## config.mk

```make
export PLATFORM = sky130hd
export DESIGN_NAME = cond_logic_mc
export DESIGN_NICKNAME = d
export VERILOG_FILES = /design/src/rtl/cond_logic_mc.sv
export SDC_FILE = /design/constraint.sdc
export NUM_CORES = 1
export LEC_CHECK = 0
export ABC_AREA = 0
export BUFFER_PORTS_ARGS = -buffer_cell sky130_fd_sc_hd__buf_2
export CAP_MARGIN = 20
export CORE_MARGIN = 4
export CORE_UTILIZATION = 43
export CTS_BUF_LIST = sky130_fd_sc_hd__clkbuf_2
export CTS_CLUSTER_SIZE = 8
export DETAILED_ROUTE_END_ITERATION = 8
export PLACE_DENSITY = 0.81
export SETUP_SLACK_MARGIN = 0.1
export SYNTH_ARGS = -nofsm -noshare
export SYNTH_HDL_FRONTEND = slang
export SYNTH_SLANG_ARGS = --single-unit
```

## constraint.sdc

```tcl
create_clock -name clk -period 2.7 [get_ports clk]
set_input_delay 0.135 -clock clk [delete_from_list [all_inputs] [get_ports clk]]
set_output_delay 0.135 -clock clk [all_outputs]
set_load 0.02 [all_outputs]
```

## src/rtl/cond_logic_mc.sv

```systemverilog
// ----------------------------------------------------------------------------
// cond_logic_mc
// Multicycle condition/flag stage for the ARM-subset core.
//
// This block holds the NZCV flag register. It evaluates the instruction
// condition field once per instruction, when the decode strobe fires. It then
// holds that verdict until the instruction retires. The verdict gates the
// PC, register-file and memory write enables. It also gates flag updates.
//
// Optional feature macro: COND_SKIP_CNT_EN
//   defined     -> saturating counter of condition-failed instructions,
//                  cleared by SkipClr
//   undefined   -> no counter flops, SkipCount tied to 0, SkipClr ignored
//
// Parameters
//   SKIP_CNT_W   width of the skipped-instruction counter
//
// Ports
//   clk          rising-edge clock
//   reset        asynchronous active-high reset
//   Cond         instruction condition field Instr[31:28]
//   ALUFlags     {N,Z,C,V} produced by the ALU this cycle
//   FlagW        [1] write N,Z   [0] write C,V
//   PCS          instruction writes the PC
//   NextPC       unconditional fetch-cycle PC increment
//   RegW         register-file write request from the FSM
//   MemW         memory write request from the FSM
//   CondSample   decode strobe: evaluate Cond in this cycle
//   InstrDone    last cycle of the current instruction
//   SkipClr      synchronous clear of SkipCount
//   PCWrite      gated PC write enable
//   RegWrite     gated register write enable
//   MemWrite     gated memory write enable
//   Flags        registered {N,Z,C,V}
//   CondExQ      held verdict for the current instruction
//   Active       a verdict is being held (state ACTIVE)
//   SkipCount    number of instructions whose condition failed
// ----------------------------------------------------------------------------
module cond_logic_mc #(
    parameter int SKIP_CNT_W = 16
) (
    input  logic                  clk,
    input  logic                  reset,
    input  logic [3:0]            Cond,
    input  logic [3:0]            ALUFlags,
    input  logic [1:0]            FlagW,
    input  logic                  PCS,
    input  logic                  NextPC,
    input  logic                  RegW,
    input  logic                  MemW,
    input  logic                  CondSample,
    input  logic                  InstrDone,
    input  logic                  SkipClr,
    output logic                  PCWrite,
    output logic                  RegWrite,
    output logic                  MemWrite,
    output logic [3:0]            Flags,
    output logic                  CondExQ,
    output logic                  Active,
    output logic [SKIP_CNT_W-1:0] SkipCount
);

    typedef enum logic {
        IDLE,
        ACTIVE
    } state_t;

    state_t     state;
    state_t     state_next;
    logic [3:0] flags;
    logic       cond_q;
    logic       cond_now;
    logic       cond_eff;
    logic       flag_n;
    logic       flag_z;
    logic       flag_c;
    logic       flag_v;

    assign {flag_n, flag_z, flag_c, flag_v} = flags;

    // The condition is evaluated against the registered flags only. An ALU
    // result in the same cycle therefore cannot influence its own verdict.
    // Encoding 4'b1111 is not a valid condition. It evaluates to 0.
    always_comb begin
        cond_now = 1'b0;
        case (Cond)
            4'b0000: cond_now = flag_z;
            4'b0001: cond_now = ~flag_z;
            4'b0010: cond_now = flag_c;
            4'b0011: cond_now = ~flag_c;
            4'b0100: cond_now = flag_n;
            4'b0101: cond_now = ~flag_n;
            4'b0110: cond_now = flag_v;
            4'b0111: cond_now = ~flag_v;
            4'b1000: cond_now = flag_c & ~flag_z;
            4'b1001: cond_now = ~(flag_c & ~flag_z);
            4'b1010: cond_now = (flag_n == flag_v);
            4'b1011: cond_now = (flag_n != flag_v);
            4'b1100: cond_now = ~flag_z & (flag_n == flag_v);
            4'b1101: cond_now = ~(~flag_z & (flag_n == flag_v));
            4'b1110: cond_now = 1'b1;
            default: cond_now = 1'b0;
        endcase
    end

    // The effective verdict comes from the fresh evaluation in the decode
    // cycle. In later cycles it comes from the held verdict. In IDLE it is
    // 0, so stray FSM requests outside an instruction are blocked.
    assign cond_eff = CondSample ? cond_now : ((state == ACTIVE) ? cond_q : 1'b0);

    assign PCWrite  = NextPC | (PCS & cond_eff);
    assign RegWrite = RegW & cond_eff;
    assign MemWrite = MemW & cond_eff;
    assign Flags    = flags;
    assign CondExQ  = cond_q;
    assign Active   = (state == ACTIVE);

    // State register
    always_ff @(posedge clk or posedge reset) begin
        if (reset) begin
            state <= IDLE;
        end else begin
            state <= state_next;
        end
    end

    // A new decode strobe always wins and keeps us in ACTIVE. This covers
    // back-to-back instructions where the done and decode cycles coincide.
    // InstrDone alone only matters in ACTIVE.
    always_comb begin
        state_next = state;
        if (CondSample) begin
            state_next = ACTIVE;
        end else if ((state == ACTIVE) && InstrDone) begin
            state_next = IDLE;
        end
    end

    // The verdict is captured on every decode strobe. It is otherwise held,
    // including across the return to IDLE.
    always_ff @(posedge clk or posedge reset) begin
        if (reset) begin
            cond_q <= 1'b0;
        end else if (CondSample) begin
            cond_q <= cond_now;
        end
    end

    // The two flag halves update independently. Each update is gated by the
    // effective verdict, so a failed instruction never alters the flags.
    always_ff @(posedge clk or posedge reset) begin
        if (reset) begin
            flags <= 4'b0000;
        end else begin
            if (FlagW[1] && cond_eff) begin
                flags[3:2] <= ALUFlags[3:2];
            end
            if (FlagW[0] && cond_eff) begin
                flags[1:0] <= ALUFlags[1:0];
            end
        end
    end

`ifdef COND_SKIP_CNT_EN
    logic [SKIP_CNT_W-1:0] skip_cnt;

    // Count failed decode strobes and saturate at all-ones. A clear takes
    // priority over an increment in the same cycle.
    always_ff @(posedge clk or posedge reset) begin
        if (reset) begin
            skip_cnt <= '0;
        end else if (SkipClr) begin
            skip_cnt <= '0;
        end else if (CondSample && !cond_now && (skip_cnt != {SKIP_CNT_W{1'b1}})) begin
            skip_cnt <= skip_cnt + 1'b1;
        end
    end

    assign SkipCount = skip_cnt;
`else
    logic unused_skip_clr;

    assign unused_skip_clr = SkipClr;
    assign SkipCount       = '0;
`endif

endmodule

```

### Word-level counts from Yosys, hierarchy flattened

Index checks and enable logic that the tools add are counted.

* word-level logic and storage cells: 42
* register bits after elaboration: 6
* bits of input ports: 19
* output and inout bits: 25

* multiplexer cells: 5
* reductions and logical operators: 5
* equal/unequal tests: 16
* bitwise operators: 12

Operators with widths (number)
* $eq 4x4->1 const B: 7
* $eq 4x3->1 const B: 4
* $pmux 1 s15: 1
* $eq 4x2->1 const B: 2
* $not 1->1: 6
* $and 1x1->1: 5
* $eq 4x1->1 const B: 1
* $logic_not 4->1: 1
* $mux 1: 4
* $logic_and 1x1->1: 3
* $reduce_bool 2->1: 1
* $eq 1x1->1: 1
* $ne 1x1->1: 1
* $or 1x1->1: 1

### Depth between registers and ports, before layout

Gate-level depths: netlist of the first run.

* depth after elaboration: 7
* mapped depth: 7
* depth with buffers taken out: 6

### Worst setup path after synthesis of the first run

OpenSTA, ideal clock, no wires.

* path kind: register -> output
* start point: reg flags[3] (netlist: Flags[3])
* end point: out MemWrite
* setup slack: 630 ps
* arrival: 1935 ps
* buffers on the path: 0
* data required time: 2565 ps
* cell stages (with the launch flop): 7
* cells stage by stage: dfrtp_1 xor3_1 o221ai_2 nand4_2 a31oi_4 nor2_1 nor2b_1

* cells in the longest elaborated chain, start to end: 6
* elaborated cells between the ends (all ways): 8

Ends and longest elaborated chain
* from (decl): line 70 `logic [3:0] flags;`
* from (signal assigned): line 156 `flags[3:2] <= ALUFlags[3:2];`
* $eq 1x1->1: line 97, 99, 100
* $and 1x1->1: line 99, 100
* $not 1->1: line 100 `4'b1101: cond_now = ~(~flag_z & (flag_n == flag_v));`
* $pmux 1 s15 (*): line 86 `case (Cond)`
* $mux 1 (*): line 109 `assign cond_eff = CondSample ? cond_now : ((state == ACTIVE) ? cond_q : 1'b0);`
* $and 1x1->1 (*): line 113 `assign MemWrite = MemW & cond_eff;`
* to (decl): line 56 `output logic MemWrite,`

Mark *: on every way between the ends. The rest lies on a longest branch, timed or not.

### Worst setup path after layout of the first run

Same ends and word-level chain as after synthesis.

==> results of run 1 <==
through the flow:
step / util [%] / cell area, um^2 / power, uW / instances / setup WS, ps
after floorplan: - / 719.4 / 441.8 / 86 / 630.1
after global placement: 53.30 / 737.0 / 507.5 / 110 / 690.7
after detailed placement: 53.30 / 737.0 / 522.0 / 110 / 652.3
after CTS: 55.11 / 762.0 / 583.1 / 114 / 460.4
after global routing: 55.11 / 762.0 / 626.2 / 114 / 329.4
final: 55.11 / 762.0 / 578.9 / 114 / 466.5
synthesized netlist by cell type, types with 2 or more instances:
master,instances
buf_4,16
dfrtp_1,6
inv_1,6
mux2_1,4
nand2_1,4
nand3b_1,2
nor2_1,2
nor2b_1,3
o211ai_1,2
o21ai_0,2
o21ai_2,2
xnor2_1,2
area by class of cell:
type	count	area, um^2
flip-flops and latches	6	150.1
inverters	6	22.52
well taps	15	18.77
repair buffers	27	140.1
clock buffers	3	15.01
multi-input cells	57	415.4
fillers	129	620.6
what timing repair did:
action | CTS | global route
endpoints found under the hold margin | 6 | 0
gates resized for setup | 0 | 0
hold buffers | 1 | 0
worst min path at each step:
| stage | startpoint | to | slack (ps) | cells past startpoint |
|---|---|---|---|---|
| finish | ALUFlags[3] | Flags[3] | 140 | 2 |
| global route | ALUFlags[3] | Flags[3] | 130 | 2 |
| CTS | ALUFlags[0] | Flags[0] | 130 | 2 |
| detailed placement | reset | Active | 50 | 2 |
| global placement | reset | Active | 50 | 2 |
| floorplan | reset | Active | -70 | 1 |
logic make-up after synthesis:
| logic type | after synthesis | synth area share [%] |
|---|---|---|
| DFF | 6 | 22.64 |
| and+or+nand+nor | 17 | 15.85 |
| AOI/OAI and AO/OA | 15 | 21.89 |
| muxes | 5 | 8.301 |
| other | 1 | 0.5655 |
| buffers and inverters | 23 | 23.21 |
| xor gates and xnor gates | 4 | 7.547 |
layer usage:
| metal | wire length (um) | vias up | track usage [%] |
|---|---|---|---|
| li1 | - | 275 | - |
| met1 | 481 | 257 | 14.81 |
| met2 | 787 | 28 | 26.47 |
| met3 | 138 | 0 | 1.916 |
| met4 | 0 | 0 | 6.630 |
| met5 | 0 | - | 0 |
worst register-to-register path, delay by kind of cell, from the launching register on:
family	cells	cell delay, ps
simple gates	1	160
compound gates	3	560
mux	1	320
flops	1	430
xor+xnor	1	460
registers in the layout, summed over array words and instances, names as in the netlist:
signal,cells
Active,1
CondExQ,1
Flags,4
report_power, final:
group | leakage, uW | switching (uW) | internal [uW] | total (uW)
logic | 0.000304 | 186 | 149 | 336
clock network | 0.0000125 | 30.5 | 30.1 | 60.6
registers | 0.0000698 | 56.6 | 126 | 183
total | 0.000386 | 273 | 305 | 579
==> out/qor.txt, run 1 <==
Run status -> completed
Worst setup EP type -> output pin
Drt wl/cell -> 12.34 um
Min-delay worst type -> in -> reg
CP startpoint kind -> flip-flop
Slew Limit Fails -> 0
Area Growth Syn to Fin -> 14.91%
Unrepaired setup endpoints after global routing -> false
Postcts setup bufs -> 0
Post-synthesis cell type count -> 32
Fin. Hold Viols -> 0
Worst setup path end -> MemWrite
Main area contributors after synthesis -> dfrtp_1 23%, buf_4 18%, mux2_1 6.8%
Core Region -> 0.001383 mm^2
Most frequent cells in the layout -> 26 x buf_2, 16 x conb_1, 6 x dfrtp_1, 6 x inv_1
Reg clk slew, reported paths -> 60 ps
I/O Pins -> 44
Die outline height -> 47.27 um
Register-to-Register Path Depth -> 6
Asr flop ratio synth -> 100.0%
DRT iter0 DRCs -> 1
Yosys top cell by area -> dfrtp_1
Min Hold Slack -> 138.1 ps
Critical Path AT -> 2100 ps
Largest net degree at the start of global routing -> 11
Drt drc -> 0
Num Clock Sinks -> 6
Nets -> 120
HPWL after detailed placement -> 1189 um
Vias in the first global route -> 550
Static leakage -> 0.0003860 uW
Max Clk Rate -> 0.4477 GHz
GPL Wtd Cong -> 0.7884
Worst stage delay on the critical path -> 460 ps
TritonCTS clock tree -> built
Final period util -> 82.72%
Via-to-Cell Ratio -> 4.912
Crit path kind -> reg -> out
Vias post-DR -> 560
Post-synth EDFFs -> 0
Cell Chain, Critical Path -> xor3_1 -> o221ai_2 -> nand4_2 -> a31oi_4 -> nor2_1 -> nor2b_1 -> buf_2
Mapped Cells -> 71
Initial cell density of the core -> 47.96%
Levels on crit path -> 7
Worst Setup SP -> Flags[3]
Initial antenna violation count -> 0
Share of the synthesized area in the top cell type -> 22.64%
RR Startpoint -> Flags[3]
Worst slew margin -> 64.79%
Share of layout cells above drive strength 1 -> 37.37%
Input/output buffers -> 26
Root Buffer -> clkbuf_2
VDD IR max -> 499.0 uV
R2r setup slk -> 650 ps
Final setup violation count -> 0
First-pass GRT wire length -> 2194 um
Period minus WS final -> 2233 ps
Routed Antenna Nets -> 0
Clock Path Buffers -> 2
Yosys warns -> 0
Main synth FF type -> dfrtp_1
Total track usage -> 13.98%
Worst Path Max Fanout -> 5
Most common cell after layout, fill and taps aside -> buf_2
Worst Tran Pin Value -> 522.6 ps
Die ar. -> 0.002234 mm^2
Crit path buf inv count -> 1
Reg-to-Reg End -> Flags[2]
Final WL -> 1407 um
TritonCTS buffer count -> 3
Clock Latency Late Sink -> 210 ps
Die width -> 47.27 um
CTS HTree Levels -> 1
Crit path required time -> 2570 ps
Register area share after synthesis -> 22.64%
Max Cap Violations -> 0
Yosys reg bits -> 6
Syn Area/Cell -> 9.340 um^2
Crit path max-delay family -> XOR/XNOR gates
Pwr/cell area -> 759.7 mW/mm^2
ANT cells -> 0
Fin Setup TNS -> 0 ps
Total grt overflow -> 0
Row count -> 13
Skew final -> 2.171 ps
First-pass iteration count of the detailed router -> 2
Synthesized area -> 663.1 um^2
Crit-path slowest cell -> xor3_1
Power figures use the tool's default switching activity.
==> run 2: changes to the inputs <==
--- a/config.mk
+++ b/config.mk
@@ -5,15 +5,15 @@
 export SDC_FILE = /design/constraint.sdc
 export NUM_CORES = 1
 export LEC_CHECK = 0
-export ABC_AREA = 0
+export ABC_AREA = 1
 export BUFFER_PORTS_ARGS = -buffer_cell sky130_fd_sc_hd__buf_2
 export CAP_MARGIN = 20
 export CORE_MARGIN = 4
-export CORE_UTILIZATION = 43
+export CORE_UTILIZATION = 39
 export CTS_BUF_LIST = sky130_fd_sc_hd__clkbuf_2
 export CTS_CLUSTER_SIZE = 8
 export DETAILED_ROUTE_END_ITERATION = 8
-export PLACE_DENSITY = 0.81
+export PLACE_DENSITY = 0.76
 export SETUP_SLACK_MARGIN = 0.1
 export SYNTH_ARGS = -nofsm -noshare
 export SYNTH_HDL_FRONTEND = slang
==> constraint.sdc (replaced) <==
create_clock -name clk -period 2.05 [get_ports clk]
set_input_delay 0.1025 -clock clk [delete_from_list [all_inputs] [get_ports clk]]
set_output_delay 0.1025 -clock clk [all_outputs]
set_load 0.02 [all_outputs]
==> out/qor.txt, run 2 <==
Total track usage -> 13.04%
Initial antenna violation count -> 0
R2r setup slk -> 600 ps
Worst setup EP type -> output pin
Synthesized area -> 698.2 um^2
VDD IR max -> 558.2 uV
Drt drc -> 0
Mapped Cells -> 114
Max Clk Rate -> 0.5556 GHz
Die outline height -> 50.31 um
Final setup violation count -> 0
Final period util -> 87.79%
Crit-path slowest cell -> dfrtp_2
TritonCTS clock tree -> built
Period minus WS final -> 1800 ps
Post-synthesis cell type count -> 17
Worst stage delay on the critical path -> 440 ps
Yosys reg bits -> 6
Filler cells -> 182
Skew final -> 1.319 ps
Most frequent CP cell -> nand2_1
HPWL after detailed placement -> 1300 um
Vias in the first global route -> 663
Nets -> 164
Num Clock Sinks -> 6
First-pass iteration count of the detailed router -> 4
Static leakage -> 0.0005167 uW
ANT cells -> 0
Reg clk slew, reported paths -> 60 ps
Max Cap Violations -> 0
Fin Setup TNS -> 0 ps
Share of layout cells above drive strength 1 -> 30.07%
Slew Limit Fails -> 0
Post-synth top cells -> 31 x nand2_1, 17 x buf_4, 15 x inv_1
Fin. Hold Viols -> 0
Unrepaired setup endpoints after global routing -> false
Area Growth Syn to Fin -> 20.25%
Worst Path Max Fanout -> 7
Routed Antenna Nets -> 0
Register area share after synthesis -> 21.51%
Main area contributors after synthesis -> dfrtp_1 22%, buf_4 18%, nand2_1 17%
Row count -> 15
Die ar. -> 0.002531 mm^2
Core Region -> 0.001708 mm^2
Most frequent cell after synthesis -> nand2_1
Run status -> completed
I/O Pins -> 44
Most common cell after layout, fill and taps aside -> nand2_1
Via-to-Cell Ratio -> 4.435
DRT iter0 DRCs -> 6
Pwr/cell area -> 703.6 mW/mm^2
CTS HTree Levels -> 1
Yosys top cell by area -> dfrtp_1
CP startpoint kind -> flip-flop
Cell Chain, Critical Path -> inv_1 -> nand2_1 -> nand2_1 -> inv_1 -> nand2_1 -> nand2_1 -> nor2_4 -> nand4_4 -> nand2_4 -> o21bai_2 -> buf_2
Root Buffer -> clkbuf_2
Final WL -> 1582 um
Drt wl/cell -> 9.417 um
Main synth FF type -> dfrtp_1
Min-delay worst type -> in -> reg
Input/output buffers -> 26
Max FFs per register -> 4
Largest net degree at the start of global routing -> 9
Die width -> 50.31 um
Vias post-DR -> 745
TritonCTS buffer count -> 3
Syn Area/Cell -> 6.124 um^2
Post-synth EDFFs -> 0
GPL Wtd Cong -> 0.8009
Asr flop ratio synth -> 100.0%
Share of the synthesized area in the top cell type -> 21.51%
Crit path kind -> reg -> out
First-pass GRT wire length -> 2539 um
Critical Path AT -> 1700 ps
Yosys warns -> 0
Initial cell density of the core -> 40.88%
Clock Latency Late Sink -> 230 ps
Clock Path Buffers -> 2
Total Power -> 590.7 uW
Most frequent cells in the layout -> 30 x nand2_1, 26 x buf_2, 16 x conb_1, 15 x inv_1
Crit path required time -> 1950 ps
Total grt overflow -> 0
[run 2: area by class of cell]
class	instances	area [um^2]	share of cell area (%)
multi-input combinational	88	426.7	50.82
sequential	6	151.4	18.03
timing repair buffer	28	147.6	17.59
inverter	18	67.56	8.048
tap	25	31.28	3.726
clock buffer	3	15.01	1.788
[run 2: worst max-delay path, delay by kind of cell, from the launching register on]
family                 cells  cell delay (ps)
AND/OR/NAND/NOR            7              710
AO/OA/AOI/OAI              1               50
flip-flops                 1              440
buffers and inverters      3              260
[run 2: layer usage]
layer  wire, um  track usage [%]
met1        610            13.87
met2        774            22.83
met3        152            2.671
met4         44            8.969
met5          0                0
[run 2: final timing paths]
kind                           start  endpoint  cells after the start
max                         Flags[0]   PCWrite                     11
min                        InstrDone    Active                      2
max reg2reg                 Flags[0]  Flags[3]                     10
min reg2reg                  CondExQ   CondExQ                      2
max in group asynchronous      reset  Flags[0]                      3
min in group asynchronous      reset  Flags[3]                      3
[run 2: what timing repair did]
item                                   CTS  global route
endpoints found under the hold margin    6             0
hold buffers                             1             0
setup endpoints to repair                0             3
setup buffers                            0             1
resized for setup                        0             5
[run 2: cell families (layout without fill, tap and decap cells)]
logic type             after synthesis  after routing  synth area share, %
buffers and inverters               35             49                27.96
flip-flops                           6              6                21.50
other                                1             16               0.5371
AO/OA/AOI/OAI                        2              2                2.329
AND/OR/NAND/NOR                     70             70                47.67
[run 2: per-stage QoR]
stage                     utilization, %  instance area [um^2]  setup slack, ps  hold WS, ps  cells
after floorplan                        -                 754.5            534.2       -106.5    129
after global placement             46.15                 788.3            446.0        17.61    163
after detailed placement           46.15                 788.3            412.3        16.78    163
after CTS                          47.62                 813.3            159.1        74.48    167
after global routing               49.16                 839.6            98.37        76.27    168
final                              49.16                 839.6            250.3        71.33    168
[run 2: power breakdown]
part	leakage, uW	switching (uW)	total [uW]	internal (uW)
clock	0.0000125	44.4	84.0	39.6
sequential	0.0000716	37.5	187	150
combinational	0.000433	214	319	105
==> run 3: changes to the inputs <==
==> constraint.sdc (replaced) <==
create_clock -name clk -period 2.05 [get_ports clk]
set_input_delay 0.1025 -clock clk [delete_from_list [all_inputs] [get_ports clk]]
set_output_delay 0.1025 -clock clk [all_outputs]
set_load 0.05 [all_outputs]
==> out/qor.txt, run 3 (synthesis gave the netlist of run 2 again) <==
Sequential share of power -> 26.3%
GPL Wtd Cong -> 0.7986
First-pass GRT wire length -> 2525 um
Input/output buffers -> 26
Total grt overflow -> 0
Worst setup EP type -> output pin
Worst Setup SP -> Flags[0]
Reg-to-Reg End -> Flags[2]
Clock power share -> 11.5%
Largest net degree at the start of global routing -> 9
VDD IR max -> 499.5 uV
Unrepaired setup endpoints after global routing -> false
Critical Path AT -> 1690 ps
Pwr/cell area -> 852.0 mW/mm^2
Nets -> 165
Initial antenna violation count -> 0
ANT cells -> 0
Skew final -> 1.315 ps
Max Cap Violations -> 0
CTS HTree Levels -> 1
Final period util -> 87.38%
I/O Pins -> 44
Footprint of the multi-input gates -> 416.7 um^2
Most frequent cells in the layout -> 30 x nand2_1, 26 x buf_2, 16 x conb_1, 15 x inv_1
Final setup violation count -> 0
Total Power -> 713.2 uW
Clock Path Buffers -> 2
HPWL after detailed placement -> 1344 um
Switching share of total power -> 58.27%
Static leakage -> 0.0005172 uW
Crit path required time -> 1950 ps
Initial cell density of the core -> 40.88%
Register-to-Register Path Depth -> 11
TritonCTS clock tree -> built
Comb pwr share -> 62.2%
Core Region -> 0.001708 mm^2
Drt wl/cell -> 9.734 um
First-pass iteration count of the detailed router -> 4
Share of layout cells above drive strength 1 -> 30.56%
RR Startpoint -> Flags[0]
Drt drc -> 0
Fin. Hold Viols -> 0
Root Buffer -> clkbuf_2
Total track usage -> 13.11%
Row count -> 15
CP startpoint kind -> flip-flop
Reg area -> 151.4 um^2
Int Pwr -> 297.6 uW
Slew Limit Fails -> 0
DRT iter0 DRCs -> 8
Max FFs per register -> 4
Via-to-Cell Ratio -> 4.396
Crit path kind -> reg -> out
Die outline height -> 50.31 um
Routed Antenna Nets -> 0
TritonCTS buffer count -> 3
Final Util -> 49.01%
Max Clk Rate -> 0.5583 GHz
Filler cells -> 179
Sw power -> 415.6 uW
Vias in the first global route -> 662
Clock Latency Late Sink -> 220 ps
Reg clk slew, reported paths -> 60 ps
Worst Path Max Fanout -> 6
Num Clock Sinks -> 6
Worst setup path end -> PCWrite
Final WL -> 1645 um
Area Growth Syn to Fin -> 19.89%
Run status -> completed
Die ar. -> 0.002531 mm^2
Vias post-DR -> 743
Die width -> 50.31 um
Min-delay worst type -> in -> reg
Most common cell after layout, fill and taps aside -> nand2_1
Period minus WS final -> 1791 ps
R2r setup slk -> 500 ps
[run 3: cell types whose count changed in the layout (fill, tap and decap cells not counted), sizes merged]
cell and delta:
buf +1
[run 3: layer usage]
layer  vias up  part of all wire (%)  global-route usage (%)
li1        380                     -                       -
met5         -                     0                       0
met4         0                   2.5                   10.31
met3         4                   8.4                   2.671
met2        37                    50                   22.39
met1       322                    39                   13.87
[run 3: worst min path at each step]
stage               startpoint       end  slack, ps  cells past startpoint
floorplan                reset    Active       -110                      1
global placement         reset  Flags[0]         20                      2
detailed placement       reset  Flags[1]         20                      2
CTS                  InstrDone    Active         70                      2
global route         InstrDone    Active         90                      2
finish               InstrDone    Active         70                      2
[run 3: area by class of cell]
cell class,count,area share (%)
flip-flops and latches,6,18.09
multi-input cells,88,49.78
well taps,25,3.737
clock buffers,3,1.794
repair buffers,29,18.54
inverters,18,8.072
[run 3: metrics by stage]
step | cell area [um^2] | std cells | TNS [ps] | hold WS [ps] | worst slack [ps]
after CTS | 813.3 | 167 | 0 | 73.14 | 105.5
final | 837.1 | 169 | 0 | 74.64 | 258.7
after global placement | 788.3 | 163 | 0 | 17.64 | 392.1
after global routing | 837.1 | 169 | 0 | 86.51 | 121.5
after floorplan | 754.5 | 129 | -102.4 | -106.5 | -51.20
after detailed placement | 788.3 | 163 | 0 | 22.84 | 363.6
[run 3: power by group through the flow]
stage               clock network [uW]  logic, uW  registers (uW)
global placement                     0        415             188
detailed placement                   0        422             189
global route                      90.2        478             195
finish                            81.9        444             188
floorplan                            0        254             287
CTS                               83.9        424             188
[run 3: repair_timing]
| action | 4_1_cts | 5_1_grt |
|---|---|---|
| hold buffers | 1 | 0 |
| hold endpoints to repair | 6 | 0 |
| setup endpoints to repair | 0 | 3 |
| gates resized for setup | 0 | 3 |
| setup buffers | 0 | 2 |
[run 3: critical path, stage by stage (launching register included)]
cell and delay [ps]:
dfrtp_2 450, inv_1 70, nand2_1 60, nand2_1 80
inv_1 40, nand2_1 50, nand2_1 50, nor2_2 170
nand4_4 150, nand2_4 100, o21bai_2 60, buf_2 210
